### config.mk
export PLATFORM = sky130hd
export DESIGN_NAME = frame_pixel_streamer
export DESIGN_NICKNAME = d
export VERILOG_FILES = /design/src/rtl/frame_pixel_streamer.sv
export SDC_FILE = /design/constraint.sdc
export NUM_CORES = 1
export LEC_CHECK = 0
export BUFFER_PORTS_ARGS = -buffer_cell sky130_fd_sc_hd__buf_2
export CORE_MARGIN = 3
export CORE_UTILIZATION = 50
export DETAILED_ROUTE_END_ITERATION = 16
export GPL_TIMING_DRIVEN = 0
export PLACE_DENSITY = 0.73
export SYNTH_ARGS = -nofsm -noshare
export SYNTH_HDL_FRONTEND = slang
export SYNTH_SLANG_ARGS = --single-unit
### constraint.sdc
create_clock -name HCLK -period 5.2 [get_ports HCLK]
set_clock_uncertainty 0.05 [all_clocks]
set_input_delay 0.26 -clock HCLK [delete_from_list [all_inputs] [get_ports HCLK]]
set_output_delay 0.26 -clock HCLK [all_outputs]
set_load 0.005 [all_outputs]
### src/rtl/frame_pixel_streamer.sv
// frame_pixel_streamer
//   Reads a width x height frame in raster order from a synchronous pixel
//   memory (1-cycle read latency) and emits it as an o_de-qualified pixel
//   stream with frame/line markers, start-up blanking and inter-line blanking.
//
//   Optional build macro: FRAME_STREAMER_CONTINUOUS_EN
//     adds i_continuous; when high at the end of a frame the streamer restarts
//     the same frame (address 0, latched config) instead of returning to idle.
//
// Ports
//   HCLK, HRESETn        clock, asynchronous active-low reset
//   i_start              start pulse, honoured only when idle with nonzero size
//   i_width, i_height    frame geometry, latched at start
//   i_start_up_delay     blank cycles before the first line
//   i_hsync_delay        blank cycles between lines
//   o_mem_rd, o_mem_addr memory read strobe and linear address
//   i_mem_rdata          memory data, valid one cycle after o_mem_rd
//   o_pixel, o_de        registered pixel and its qualifier
//   o_vsync, o_hsync     first pixel of frame / of line markers
//   o_row, o_col         coordinates of o_pixel
//   o_busy               high from accepted start until o_frame_done
//   o_frame_done         one-cycle pulse after the last o_de
//
// state   | meaning
// --------+---------------------------------------------------------
// IDLE    | waiting for a start with nonzero width and height
// STARTUP | start-up blanking (at least one cycle)
// LINE    | one memory read per cycle along the current line
// HBLANK  | inter-line blanking, skipped when the delay is zero
// DRAIN   | waiting for the last read to leave the output pipeline
module frame_pixel_streamer #(
    parameter int W_SIZE       = 12,
    parameter int W_DELAY      = 12,
    parameter int W_FRAME_SIZE = 25,
    parameter int W_PIX        = 32
) (
    input  logic                    HCLK,
    input  logic                    HRESETn,
    input  logic                    i_start,
    input  logic [W_SIZE-1:0]       i_width,
    input  logic [W_SIZE-1:0]       i_height,
    input  logic [W_DELAY-1:0]      i_start_up_delay,
    input  logic [W_DELAY-1:0]      i_hsync_delay,
`ifdef FRAME_STREAMER_CONTINUOUS_EN
    input  logic                    i_continuous,
`endif
    output logic                    o_mem_rd,
    output logic [W_FRAME_SIZE-1:0] o_mem_addr,
    input  logic [W_PIX-1:0]        i_mem_rdata,
    output logic [W_PIX-1:0]        o_pixel,
    output logic                    o_de,
    output logic                    o_vsync,
    output logic                    o_hsync,
    output logic [W_SIZE-1:0]       o_row,
    output logic [W_SIZE-1:0]       o_col,
    output logic                    o_busy,
    output logic                    o_frame_done
);

    typedef enum logic [2:0] {
        S_IDLE, S_STARTUP, S_LINE, S_HBLANK, S_DRAIN
    } state_t;

    state_t state_q, state_d;

    logic [W_SIZE-1:0]       width_q, height_q, row_q, col_q;
    logic [W_DELAY-1:0]      sud_q, hsd_q, dly_q;
    logic [W_FRAME_SIZE-1:0] addr_q;

    logic                    rd_d1, hs_d1, vs_d1;
    logic [W_SIZE-1:0]       row_d1, col_d1;

    logic start_ok, last_col, last_row, dly_tc, restart;

    assign start_ok = (state_q == S_IDLE) && i_start &&
                      (i_width != '0) && (i_height != '0);
    assign last_col = (col_q == width_q - W_SIZE'(1));
    assign last_row = (row_q == height_q - W_SIZE'(1));
    // Down-counter terminal count; a zero delay still terminates after one cycle.
    assign dly_tc   = (dly_q <= W_DELAY'(1));

`ifdef FRAME_STREAMER_CONTINUOUS_EN
    assign restart = i_continuous;
`else
    assign restart = 1'b0;
`endif

    assign o_mem_addr = addr_q;

    always_ff @(posedge HCLK or negedge HRESETn) begin
        if (!HRESETn) state_q <= S_IDLE;
        else          state_q <= state_d;
    end

    always_comb begin
        state_d = state_q;
        case (state_q)
            S_IDLE:    if (start_ok) state_d = S_STARTUP;
            S_STARTUP: if (dly_tc) state_d = S_LINE;
            S_LINE: begin
                if (last_col) begin
                    if (last_row)            state_d = S_DRAIN;
                    else if (hsd_q != '0)    state_d = S_HBLANK;
                end
            end
            S_HBLANK:  if (dly_tc) state_d = S_LINE;
            S_DRAIN:   if (!rd_d1) state_d = restart ? S_STARTUP : S_IDLE;
            default:   state_d = S_IDLE;
        endcase
    end

    always_comb begin
        o_mem_rd = (state_q == S_LINE);
        o_busy   = (state_q != S_IDLE);
    end

    // Config latch, blanking timer and raster counters.
    always_ff @(posedge HCLK or negedge HRESETn) begin
        if (!HRESETn) begin
            width_q  <= '0;
            height_q <= '0;
            sud_q    <= '0;
            hsd_q    <= '0;
            dly_q    <= '0;
            addr_q   <= '0;
            row_q    <= '0;
            col_q    <= '0;
        end else if (start_ok) begin
            width_q  <= i_width;
            height_q <= i_height;
            sud_q    <= i_start_up_delay;
            hsd_q    <= i_hsync_delay;
            dly_q    <= i_start_up_delay;
            addr_q   <= '0;
            row_q    <= '0;
            col_q    <= '0;
        end else begin
            case (state_q)
                S_STARTUP, S_HBLANK: begin
                    if (!dly_tc) dly_q <= dly_q - W_DELAY'(1);
                end
                S_LINE: begin
                    if (last_col) begin
                        col_q <= '0;
                        // Address stays on the final pixel once the frame is read.
                        if (!last_row) begin
                            row_q  <= row_q + W_SIZE'(1);
                            dly_q  <= hsd_q;
                            addr_q <= addr_q + W_FRAME_SIZE'(1);
                        end
                    end else begin
                        col_q  <= col_q + W_SIZE'(1);
                        addr_q <= addr_q + W_FRAME_SIZE'(1);
                    end
                end
                S_DRAIN: begin
                    if (state_d == S_STARTUP) begin
                        addr_q <= '0;
                        row_q  <= '0;
                        col_q  <= '0;
                        dly_q  <= sud_q;
                    end
                end
                default: ;
            endcase
        end
    end

    // Two-stage sideband shift: stage 1 lines up with i_mem_rdata,
    // stage 2 is the registered output.
    always_ff @(posedge HCLK or negedge HRESETn) begin
        if (!HRESETn) begin
            rd_d1        <= 1'b0;
            hs_d1        <= 1'b0;
            vs_d1        <= 1'b0;
            row_d1       <= '0;
            col_d1       <= '0;
            o_pixel      <= '0;
            o_de         <= 1'b0;
            o_hsync      <= 1'b0;
            o_vsync      <= 1'b0;
            o_row        <= '0;
            o_col        <= '0;
            o_frame_done <= 1'b0;
        end else begin
            rd_d1   <= (state_q == S_LINE);
            hs_d1   <= (col_q == '0);
            vs_d1   <= (col_q == '0) && (row_q == '0);
            row_d1  <= row_q;
            col_d1  <= col_q;
            o_de    <= rd_d1;
            o_hsync <= rd_d1 && hs_d1;
            o_vsync <= rd_d1 && vs_d1;
            if (rd_d1) begin
                o_pixel <= i_mem_rdata;
                o_row   <= row_d1;
                o_col   <= col_d1;
            end
            o_frame_done <= (state_q == S_DRAIN) && !rd_d1;
        end
    end

endmodule

==> impl_metrics.toml, run 1 <==
[worst_setup_path]
cp-startpoint = "width_q[3]"
path_cells = "buf_6, or4_1, buf_2, or3_1, o211ai_1, nand4bb_1, nand4b_4, o31ai_4, buf_2, buf_4, mux2i_1, nor2_1"
path_buf_inv = 4
required_ns = 5.45
reg2reg_from = "width_q[3]"
crit_cells = 12
cp_common_cell = "buf_2"
reg2reg_depth = 12
path_class = "reg -> reg"
cp_top_family = "simple AND/OR/NAND/NOR gates"
slowest_delay_ns = 0.50
start_kind = "register"
crit_fanout = 10
cpMaxStageDelayCell = "or4_1"
end_kind = "register"
worstPathArrival_ns = 3.84

[synthesis]
yosysUniqueCellTypes = 63
synth_edf_count = 0
ys_ff_latch = 199
synth_flop_cell = "dfrtp_1"
syn-num-nets = 1052
synthArstFlopShare_pct = 100.0
synth_area_um2 = 9473
postSynthCellCount = 960
ys_seq_area_share_pct = 52.57
ys_warn_count = 0
avgSynthCellArea_um2 = 9.868

[clock_network]
clockBufferDepth = 2
clockRootBuffer = "clkbuf_16"
htreeDepth = 4
clock_sink_count = 199
cts_tree = "yes"
clk_latency_ns = 0.43
ctsHoldBuffers = 67
clk_pin_slew_ns = 0.07
numCtsBuffers = 17
cts_setup_buffers = 0
cts-resized-gates = 0

[worst_hold_path]
min_from = "i_mem_rdata[14]"
hold_path_class = "in -> reg"
hold_depth = 2

[finish]
antennaDiodeCount = 0
area_growth_pct = 25.82
fin_util_pct = 65.24
instances_no_fill = 1458
postLayoutCellArea_um2 = 11920
fin_nets = 1308
drive_gt1_share_pct = 22.70

[routing]
drt-pass1-iter-count = 5
met3_length_um = 1374
viasPerCell = 5.545
top_layer_used = "met4"
avgRoutedWirePerCell_um = 16.56
drt-total-wl_um = 24140
num_vias = 8084
ant_nets = 0
drtIter0Drc = 557
wl_met1_um = 10270
wl_met2_um = 11850
drc = 0

[sta]
timing.setup.tns_ns = 0
rsz0062_at_grt = "false"
slew-limit-headroom_pct = 53.25
post-route-min-period_ns = 3.588
timing.hold.ws_ns = 0.02344
setup_viol = 0
worst_pin_slew_ns = 0.7012
maxSlewViolCount = 0
setup_ws_ns = 1.612
hold_viol = 0
max_freq_mhz = 278.7
finalCritPeriodShare_pct = 69.00

[placement]
port_buffers = 169
dpl-instance-area_um2 = 10640
place_congestion = 0.9745
pre_cts_slack_ns = 1.654
dp_hpwl_um = 17030
placed_cells = 1359

[global_route]
antenna_found_initial = 0
grt_max_degree = 122
globalRouteOverflowTotal = 0
grt_pass1_wl_um = 39090
grt_pass1_vias = 7919
grt_usage_pct = 23.74

[die]
die_y_um = 143.6
start_util_pct = 51.85
num_io_pins = 170
die_w_um = 143.6
row_count = 49
core-area_um2 = 18270
die_area_um2 = 20630

[power]
power.total_mw = 3.001
irDropWorstVdd_v = 0.0002282
leakage_nw = 5.724
p_per_area_nw_per_um2 = 251.8

[run]
cap_viol_max_count = 0

[outcome]
status = "finished clean"
## cell usage in the layout, fill, tap and decap left out, types with 26 or more instances in the layout
cell,instances
mux2_2,57
nor2_1,72
nor3_1,26
a21oi_1,39
clkbuf_1,41
nand2_1,174
xnor2_1,46
dfrtp_1,199
buf_2,173
o21ai_0,35
dlygate4sd3_1,67
inv_1,31
nand3_1,26
## sequential cells by signal, summed over array words and instances (netlist names), 3 cells and up
signal      count
col_d1         12
col_q          12
dly_q          12
height_q       12
hsd_q          12
o_col          12
o_mem_addr     25
o_pixel        32
o_row          12
row_d1         12
row_q          12
state_q         3
sud_q          12
width_q        12
## cell type report
type	count	area, um^2
multi-input combinational	677	4153
sequential	199	4980
buffer	52	220.2
clock inverter	15	180.2
inverter	32	120.1
timing repair buffer	237	1554
clock buffer	17	425.4
fill	1488	6351
tap	229	286.5
## cells in the mapped netlist (5+ instances only)
| cell type | number | area (um^2) |
|---|---|---|
| buf_2 | 5 | 25.02 |
| dfrtp_1 | 199 | 4980 |
| clkbuf_1 | 41 | 153.9 |
| o21ai_1 | 9 | 45.04 |
| a22oi_1 | 10 | 75.07 |
| mux2i_1 | 5 | 50.05 |
| nor4_1 | 23 | 143.9 |
| a31oi_1 | 7 | 43.79 |
| nor2_1 | 72 | 270.3 |
| o21ai_0 | 35 | 175.2 |
| and3_1 | 13 | 81.33 |
| a21oi_1 | 39 | 195.2 |
| o221ai_1 | 5 | 43.79 |
| xor2_1 | 19 | 166.4 |
| mux2_2 | 57 | 641.9 |
| ha_1 | 9 | 112.6 |
| nand2_1 | 174 | 653.1 |
| nand4_1 | 8 | 50.05 |
| o22ai_1 | 10 | 62.56 |
| or3_1 | 16 | 100.1 |
| nand3_1 | 26 | 130.1 |
| xnor2_1 | 46 | 402.9 |
| inv_1 | 31 | 116.4 |
| nor3_1 | 26 | 130.1 |
| nand2b_1 | 6 | 37.54 |
## power breakdown
group	internal (mW)	switching, mW
logic	0.0756	0.0631
clock network	0.650	0.648
registers	1.56	0.00556
total	2.28	0.717
## path summary, 6_finish.rpt
path / endpoint / slack, ns
setup / recovery: o_mem_addr[1] / 1.61
hold / removal: o_pixel[14] / 0.02
setup reg to reg: o_mem_addr[1] / 1.61
hold reg to reg: row_d1[3] / 0.32
max in group asynchronous: sud_q[0] / 3.77
min in group asynchronous: o_pixel[31] / 0.34
## metal layers
metal  global-route usage, %  vias up
met5                       0        -
met3                   4.859       49
met4                   8.672        0
met1                   30.87     3929
met2                   39.60      267
li1                        -     3839
## cell families after synthesis
kind of cell	synth area share, %
XOR/XNOR	6.010
multiplexers	7.304
buffers and inverters	3.593
AO/OA/AOI/OAI	9.801
adder cells (fa/ha/maj)	1.294
flip-flops	52.57
AND/OR/NAND/NOR	19.43
No activity file was read; power rests on OpenSTA's default activity.
==> run 2: changes to the inputs <==
--- a/config.mk
+++ b/config.mk
@@ -10,7 +10,7 @@
 export CORE_UTILIZATION = 50
 export DETAILED_ROUTE_END_ITERATION = 16
 export GPL_TIMING_DRIVEN = 0
-export PLACE_DENSITY = 0.73
+export PLACE_DENSITY = 0.76
 export SYNTH_ARGS = -nofsm -noshare
 export SYNTH_HDL_FRONTEND = slang
 export SYNTH_SLANG_ARGS = --single-unit
==> constraint.sdc (replaced) <==
create_clock -name HCLK -period 3.04 [get_ports HCLK]
set_clock_uncertainty 0.05 [all_clocks]
set_input_delay 0.152 -clock HCLK [delete_from_list [all_inputs] [get_ports HCLK]]
set_output_delay 0.152 -clock HCLK [all_outputs]
set_load 0.005 [all_outputs]
==> impl_metrics.toml, run 2 (synthesis results as in run 1) <==
[outcome]
status = "finished clean"

[global_route]
grt_pass1_vias = 8225
grt_usage_pct = 25.64
grt_pass1_wl_um = 41960
globalRouteOverflowTotal = 0
antenna_found_initial = 0
grt_max_degree = 119

[placement]
placed_cells = 1359
dp_hpwl_um = 16960
port_buffers = 169
place_congestion = 0.9135

[power]
leakage_nw = 5.914
irDropWorstVdd_v = 0.0003843
power.total_mw = 5.268
p_per_area_nw_per_um2 = 422.5

[routing]
drt-pass1-iter-count = 5
avgRoutedWirePerCell_um = 17.77
ant_nets = 0
drc = 0
num_vias = 8316
drt-total-wl_um = 26350
viasPerCell = 5.608
drtIter0Drc = 551

[worst_setup_path]
path_class = "reg -> reg"
rrSetupSlack_ns = 0.01
end_kind = "register"
required_ns = 3.31
critPathCapture = "o_mem_addr[21]"
cp-startpoint = "width_q[5]"
crit_fanout = 7
reg2reg_depth = 11
r2r_end = "o_mem_addr[21]"
worstPathArrival_ns = 3.30
start_kind = "register"
reg2reg_from = "width_q[5]"

[finish]
largest_register_ff_count = 32
antennaDiodeCount = 0
fin_util_pct = 68.24
drive_gt1_share_pct = 26.16
layout_common_cells = "dfrtp_1, nand2_1, buf_2, dlygate4sd3_1, nor2_1"
fin_nets = 1333
final_common_cell = "dfrtp_1"
nFillCells = 1350
largest_register = "o_pixel"
seqCellArea_um2 = 4981
multiInputGateArea_um2 = 4382
instances_no_fill = 1483
area_growth_pct = 31.61

[clock_network]
clk_pin_slew_ns = 0.07
numCtsBuffers = 17
clockBufferDepth = 2
clockRootBuffer = "clkbuf_16"
clock_sink_count = 199
cts_tree = "yes"
htreeDepth = 4
clk_latency_ns = 0.43

[sta]
worst_pin_slew_ns = 0.8623
post-route-min-period_ns = 3.029
maxSlewViolCount = 0
hold_viol = 0
setup_viol = 0
slew-limit-headroom_pct = 42.51
max_freq_mhz = 330.1
rsz0062_at_grt = "true"
finalCritPeriodShare_pct = 99.65

[die]
start_util_pct = 51.85
die_area_um2 = 20630
die_w_um = 143.6
row_count = 49
core-area_um2 = 18270
die_y_um = 143.6
num_io_pins = 170

[worst_hold_path]
hold_path_class = "reg -> reg"

[run]
cap_viol_max_count = 0
run 2: changes by cell type in the layout (fill, tap and decap cells not counted), moves of 5 or more:
cell,previous run,this run
buf_2,173,168
buf_4,1,10
buf_6,2,9
clkbuf_1,41,34
dlygate4sd3_1,67,81
inv_6,1,6
nor3_1,26,21
nor4_1,23,17
nor4_4,0,5
run 2: worst min path at each step:
stage	endpoint	from	slack [ns]	depth (start not counted)
floorplan	col_d1[0]	HRESETn	-0.19	0
global placement	hsd_q[1]	i_hsync_delay[1]	0.30	3
detailed placement	o_col[6]	HRESETn	0.25	1
CTS	col_d1[2]	col_q[2]	0.33	0
global route	col_d1[2]	col_q[2]	0.33	0
finish	col_d1[2]	col_q[2]	0.32	0
run 2: stage by stage:
stage	setup WS [ns]	hold slack (ns)	TNS (ns)	instance area [um^2]
final	0.01073	0.3246	0	12470
after global routing	-0.1269	0.3321	-1.613	12470
after CTS	-0.06272	0.3260	-0.7085	12260
after detailed placement	-0.4502	0.2525	-14.83	10640
after global placement	-1.446	0.2971	-295.40	10610
after floorplan	0.003249	-0.1936	0	9473
run 2: timing repair:
action	CTS	global route
setup buffers	10	5
setup endpoints to repair	50	65
hold buffers	81	0
gates resized for setup	28	45
gates cloned	1	0
pin swaps	9	16
endpoints found under the hold margin	201	0
run 2: area by class of cell:
class / count / area share (%)
Tap cell: 229 / 2.298
Multi-Input combinational cell: 677 / 35.15
Clock inverter: 14 / 1.435
Buffer: 47 / 1.847
Inverter: 32 / 0.9635
Timing Repair Buffer: 267 / 14.83
Sequential cell: 199 / 39.95
Clock buffer: 18 / 3.523
run 2: power by group:
part / leakage, nW / total [mW] / internal, mW / switching (mW)
logic: 3.09 / 0.256 / 0.141 / 0.114
clock network: 0.304 / 2.33 / 1.27 / 1.06
registers: 2.52 / 2.68 / 2.67 / 0.0110
run 2: worst max-delay path, cell delays in order, from the launching register on:
cell and delay (ns):
dfrtp_1 0.43, or4_4 0.56, o311a_1 0.36, a311oi_1 0.33, a31oi_2 0.09, nand4b_4 0.16, o31ai_4 0.09, buf_6 0.15
buf_6 0.12, nor4b_1 0.35, xnor2_1 0.16, nor2_1 0.06
run 2: metal layers:
layer  vias up  routed length (um)  track usage, %
met1      4002               10590           31.96
li1       3893                   -               -
met3        83                1692           4.493
met5         -                   0               0
met4         0                1047           11.35
met2       338               13020           43.91
